**src/rtl/rf_wr_arbiter_if.sv**
```systemverilog
// Write-port bundle between the two writeback requesters and the register-file
// write arbiter: request handshakes, clear request and the registered write port.
interface rf_wr_arbiter_if #(
  parameter int unsigned WIDTH = 16,
  parameter int unsigned NREG  = 8,
  parameter int unsigned AW    = 3
);
  logic             clr_req;
  logic             v0;
  logic [AW-1:0]    addr0;
  logic [WIDTH-1:0] data0;
  logic             rdy0;
  logic             v1;
  logic [AW-1:0]    addr1;
  logic [WIDTH-1:0] data1;
  logic             rdy1;
  logic [NREG-1:0]  wr_sel;
  logic [WIDTH-1:0] wr_data;
  logic             init_done;
  logic             last_gnt;

  // Requester/register-file side.
  modport master (
    output clr_req, v0, addr0, data0, v1, addr1, data1,
    input  rdy0, rdy1, wr_sel, wr_data, init_done, last_gnt
  );

  // Arbiter side.
  modport slave (
    input  clr_req, v0, addr0, data0, v1, addr1, data1,
    output rdy0, rdy1, wr_sel, wr_data, init_done, last_gnt
  );
endinterface

```
**src/rtl/rf_wr_arbiter.sv**
```systemverilog
// Shares the single register-file write port between ALU writeback (req 0) and
// load writeback (req 1), after zeroing every register on reset or clear.
module rf_wr_arbiter #(
  parameter int unsigned WIDTH = 16,
  parameter int unsigned NREG  = 8,
  parameter int unsigned AW    = 3
) (
  input  logic           clk,
  input  logic           rst,
  rf_wr_arbiter_if.slave bus
);

  localparam logic [AW-1:0] LAST_IDX = AW'(NREG - 1);

  typedef enum logic {
    ST_INIT,
    ST_RUN
  } state_t;

  state_t        state;
  logic [AW-1:0] cnt;

  // Round-robin accept: on contention the requester that did not win last time goes.
  always_comb begin
    bus.rdy0 = 1'b0;
    bus.rdy1 = 1'b0;
    if (!rst && (state == ST_RUN) && !bus.clr_req) begin
      if (bus.v0 && bus.v1) begin
        bus.rdy0 = bus.last_gnt;
        bus.rdy1 = !bus.last_gnt;
      end else begin
        bus.rdy0 = bus.v0;
        bus.rdy1 = bus.v1;
      end
    end
  end

  always_ff @(posedge clk) begin
    if (rst) begin
      state         <= ST_INIT;
      cnt           <= '0;
      bus.wr_sel    <= '0;
      bus.wr_data   <= '0;
      bus.init_done <= 1'b0;
      bus.last_gnt  <= 1'b1;
    end else begin
      case (state)
        // Walk every register writing zero; the last one hands over to RUN.
        ST_INIT: begin
          bus.wr_sel  <= NREG'(1) << cnt;
          bus.wr_data <= '0;
          if (cnt == LAST_IDX) begin
            state         <= ST_RUN;
            cnt           <= '0;
            bus.init_done <= 1'b1;
          end else begin
            cnt <= cnt + AW'(1);
          end
        end
        ST_RUN: begin
          if (bus.clr_req) begin
            state         <= ST_INIT;
            cnt           <= '0;
            bus.init_done <= 1'b0;
            bus.wr_sel    <= '0;
          end else if (bus.rdy0) begin
            bus.wr_sel   <= NREG'(1) << bus.addr0;
            bus.wr_data  <= bus.data0;
            bus.last_gnt <= 1'b0;
          end else if (bus.rdy1) begin
            bus.wr_sel   <= NREG'(1) << bus.addr1;
            bus.wr_data  <= bus.data1;
            bus.last_gnt <= 1'b1;
          end else begin
            bus.wr_sel <= '0;
          end
        end
      endcase
    end
  end

  // Structural invariants of the write port and handshake.
  a_sel_onehot : assert property (@(posedge clk) disable iff (rst) $onehot0(bus.wr_sel));
  a_rdy_excl   : assert property (@(posedge clk) disable iff (rst) !(bus.rdy0 && bus.rdy1));
  a_rdy0_valid : assert property (@(posedge clk) disable iff (rst) bus.rdy0 |-> bus.v0);
  a_rdy1_valid : assert property (@(posedge clk) disable iff (rst) bus.rdy1 |-> bus.v1);

endmodule

```
**src/flat_wrapper.sv**
```systemverilog
// flat-port wrapper written by rule: the top's interface ports become plain ports
module rf_wr_arbiter_flat 
#(
  parameter int unsigned WIDTH = 16,
  parameter int unsigned NREG  = 8,
  parameter int unsigned AW    = 3
)
  (clk, rst, bus_clr_req, bus_v0, bus_addr0, bus_data0, bus_v1, bus_addr1, bus_data1, bus_rdy0, bus_rdy1, bus_wr_sel, bus_wr_data, bus_init_done, bus_last_gnt);
  rf_wr_arbiter_if #(.WIDTH(WIDTH), .NREG(NREG), .AW(AW)) bus_i ();
  input  logic clk;
  input  logic rst;
  input wire logic [$bits(bus_i.clr_req)-1:0] bus_clr_req;
  input wire logic [$bits(bus_i.v0)-1:0] bus_v0;
  input wire logic [$bits(bus_i.addr0)-1:0] bus_addr0;
  input wire logic [$bits(bus_i.data0)-1:0] bus_data0;
  input wire logic [$bits(bus_i.v1)-1:0] bus_v1;
  input wire logic [$bits(bus_i.addr1)-1:0] bus_addr1;
  input wire logic [$bits(bus_i.data1)-1:0] bus_data1;
  output wire logic [$bits(bus_i.rdy0)-1:0] bus_rdy0;
  output wire logic [$bits(bus_i.rdy1)-1:0] bus_rdy1;
  output wire logic [$bits(bus_i.wr_sel)-1:0] bus_wr_sel;
  output wire logic [$bits(bus_i.wr_data)-1:0] bus_wr_data;
  output wire logic [$bits(bus_i.init_done)-1:0] bus_init_done;
  output wire logic [$bits(bus_i.last_gnt)-1:0] bus_last_gnt;
  assign bus_i.clr_req = bus_clr_req;
  assign bus_i.v0 = bus_v0;
  assign bus_i.addr0 = bus_addr0;
  assign bus_i.data0 = bus_data0;
  assign bus_i.v1 = bus_v1;
  assign bus_i.addr1 = bus_addr1;
  assign bus_i.data1 = bus_data1;
  assign bus_rdy0 = bus_i.rdy0;
  assign bus_rdy1 = bus_i.rdy1;
  assign bus_wr_sel = bus_i.wr_sel;
  assign bus_wr_data = bus_i.wr_data;
  assign bus_init_done = bus_i.init_done;
  assign bus_last_gnt = bus_i.last_gnt;
  rf_wr_arbiter #(.WIDTH(WIDTH), .NREG(NREG), .AW(AW)) u_core (.clk(clk), .rst(rst), .bus(bus_i));
endmodule
```
**config.mk**
```make
export PLATFORM = sky130hd
export DESIGN_NAME = rf_wr_arbiter_flat
export DESIGN_NICKNAME = d
export VERILOG_FILES = /design/src/rtl/rf_wr_arbiter_if.sv /design/src/rtl/rf_wr_arbiter.sv /design/src/flat_wrapper.sv
export SDC_FILE = /design/constraint.sdc
export NUM_CORES = 1
export LEC_CHECK = 0
export CAP_MARGIN = 15
export CORE_UTILIZATION = 30
export CTS_CLUSTER_DIAMETER = 40
export DETAILED_ROUTE_END_ITERATION = 12
export HOLD_SLACK_MARGIN = 0.03
export PLACE_DENSITY = 0.7
export REMOVE_ABC_BUFFERS = 1
export SYNTH_ARGS = -nofsm -noshare
export SYNTH_HDL_FRONTEND = slang
export SYNTH_SLANG_ARGS = --single-unit
```
**constraint.sdc**
```tcl
create_clock -name clk -period 1.35 [get_ports clk]
set_clock_uncertainty 0.1 [all_clocks]
set_input_delay 0.135 -clock clk [delete_from_list [all_inputs] [get_ports clk]]
set_output_delay 0.135 -clock clk [all_outputs]
set_load 0.01 [all_outputs]
```
==> run metrics <==
DRT iter0 DRCs=67; Initial Utilization=31.11%; Fmax=0.6511 GHz; Cell Area, Placed=2434 um2; synthesis-stage register bit count=30; H-tree depth=2; Nets=318; num ports=71; Arr. time, crit path=1.63 ns; core area=5107 um2; dpl hpwl=3017 um; CP Capture Type=flop; post-synthesis sequential area ratio=37.80%; Worst EP required=1.44 ns; Post-Synth Adder-Cell Area=4.724%; ranking of synthesized cells by area=dfxtp_1, nand2_1, a311oi_2; worst slew pin tran=0.3320 ns; Worst path max stage delay=0.33 ns; Clk pin slew, worst setup/hold paths=0.07 ns; Ys Warns=0; worst setup slack after layout=-0.1858 ns; largest net degree at the start of global routing=29; Worst Setup Start Kind=flop; ant diodes=0; share of layout cells above drive strength 1=21.11%; critical path's top delay family=compound AO/OA/AOI/OAI gates; chip height=74.78 um; detailed-route DRC error count=0; Setup-failing EPs final=25; Die ar.=5592 um2; Hold Crit Class=in -> reg; Slew Viols, Final=0; GRT Total Usage=15.71%; initial antenna violation count=0; post-synthesis simple-gate area fraction=23.31%; top cell type's share of synthesized area=37.80%; Root Buffer Master=clkbuf_8; DP Worst Slack=-0.5322 ns; most frequent cells in the layout=clkdlybuf4s50_1, nand2_1, dfxtp_1; Clock Latency Late Sink=0.28 ns; Num CTS Buffers=5; Final Hold Vio Count=0; status=finished with violations; Mean Syn Cell Area=8.589 um2; metal1 wirelength=1736 um; Yosys top cell by area=dfxtp_1; failing checks=setup timing; Antenna Nets Post-Route=0; Gate Count Post-Synth=185; xor-xnor portion of the synthesized cell area=0%; most common cell after layout, fill and taps aside=clkdlybuf4s50_1; met2 WL=2246 um; MaxCap Viol Count=0; unrepaired setup endpoints after global routing=yes; Synth Area in Compound Gates=23.46%; CTS sink count=30; Max Fanout on Critical Path=8; uppermost routed layer=met4; CTS tree=built; post-layout minimum cycle time=1.536 ns; largest family of logic cells by synthesized area=compound AO/OA/AOI/OAI gates; buffers added on ports=70; Worst path most repeated cell=buf_6; vias in the first global route=1524; routed wl met3=292 um; Cell Area, Synth=1589 um2; CTS Hold Bufs=0; Rel. slew slack=77.87%; critical path type=reg -> reg; cell at the slowest stage of the critical path=dfxtp_2; drt wl/cell=12.76 um; fin area=2685 um2; Worst Path Buf+Inv=3; period utilization=113.8%; library cells used by synthesis=31; setup TNS=-3.282 ns; Pleak=1.214 nW; peak supply drop=437.3 uV; final RePlAce weighted congestion=0.7813; Area Overhead vs Synth=68.98%; multiplexer area fraction after synthesis=4.409%; Post-Route WL=4340 um; CTS Buffer Depth=2; drt pass-1 iters=6; PwrDens=724.4 nW/um2; CP cell instances=nor3b_4 > buf_6 > buf_6 > o21a_4 > clkbuf_16 > a21oi_1 > a311oi_1; row count=26; Vias/cell=4.821; Die W=74.78 um; grt ovf=0; Via Count=1639; global-route wire length before repair=6596 um
==> state kept, by name, indices dropped and copies added, names as in the netlist <==
name,flops
u_core.bus.wr_sel,8
u_core.bus.wr_data,16
u_core.bus.last_gnt,1
u_core.state,1
u_core.bus.init_done,1
u_core.cnt,3
==> per-layer routing <==
metal  global-route usage (%)  vias up
li1                         -      829
met1                    16.79      751
met2                    28.83       52
met3                    4.552        7
met4                    6.499        0
met5                        0        -
==> power by group <==
part | total (mW) | internal [mW] | switching [mW]
clock network | 0.734 | 0.410 | 0.324
registers | 0.919 | 0.906 | 0.0131
logic | 0.292 | 0.173 | 0.119
total | 1.94 | 1.49 | 0.456
==> what timing repair did <==
item,CTS,global route
endpoints found under the hold margin,0,0
pin swaps,1,13
setup endpoints to repair,49,34
setup buffers,3,1
resized for setup,39,26
gates cloned,1,1
==> cell families (layout without fill, tap and decap cells) <==
group / Yosys count / in the layout
muxes: 7 / 7
and+or+nand+nor: 74 / 74
buffers and inverters: 20 / 105
adders and majority gates: 6 / 6
AOI/OAI and AO/OA: 48 / 48
DFF: 30 / 30
==> synthesized netlist by cell type <==
cell type and n:
a21oi_1 18, a22o_1 1, a311oi_1 8, a311oi_2 8, a31oi_1 3, and3b_1 1, buf_1 1, buf_2 4
buf_4 1, buf_6 2, clkbuf_1 6, clkinv_2 1, dfxtp_1 30, ha_1 6, inv_1 5, mux2i_1 7
nand2_1 38, nand2b_1 5, nand3_1 3, nand3_4 1, nand3b_1 2, nor2_1 11, nor2b_1 1, nor3_1 3
nor3b_1 7, nor3b_4 1, o21a_2 1, o21ai_0 2, o221ai_1 1, o22ai_1 6, or2_2 1
==> through the flow <==
step,power [mW],cells,hold WS (ns),util (%)
2_1_floorplan,1.026,171,0.1029,-
3_3_place_gp,1.224,327,0.3813,47.65
3_5_place_dp,1.227,327,0.3809,47.65
4_1_cts,1.971,339,0.3180,50.27
5_1_grt,2.043,340,0.2759,52.57
6_report,1.945,340,0.2503,52.57
==> cell type report <==
| type | instances | area, um2 |
|---|---|---|
| multi-input cells | 135 | 955.9 |
| clock inverters | 1 | 5.005 |
| fillers | 500 | 2422 |
| flip-flops and latches | 30 | 604.3 |
| repair buffers | 91 | 920.9 |
| clock buffers | 7 | 86.33 |
| inverters | 6 | 25.02 |
| well taps | 70 | 87.58 |
==> worst reg2reg max path, stage by stage, from the launching register on <==
cell and delay [ns]:
dfxtp_2 0.33, nor3b_4 0.20, buf_6 0.14, buf_6 0.09, o21a_4 0.17, clkbuf_16 0.17, a21oi_1 0.04, a311oi_1 0.20
==> worst paths after layout <==
kind                                                         from                             endpoint  slack, ns  cells past startpoint
worst max-delay path                      u_core.state$_SDFF_PP0_  u_core.bus.wr_data[11]$_SDFFE_PP0P_      -0.19                      7
worst max register to register            u_core.state$_SDFF_PP0_  u_core.bus.wr_data[11]$_SDFFE_PP0P_      -0.19                      7
worst min-delay path                                       bus_v1     u_core.bus.last_gnt$_SDFFE_PP1P_       0.25                      4
worst min register to register  u_core.bus.init_done$_SDFFE_PP0P_    u_core.bus.init_done$_SDFFE_PP0P_       0.39                      2
No activity file was read; power rests on OpenSTA's default activity.
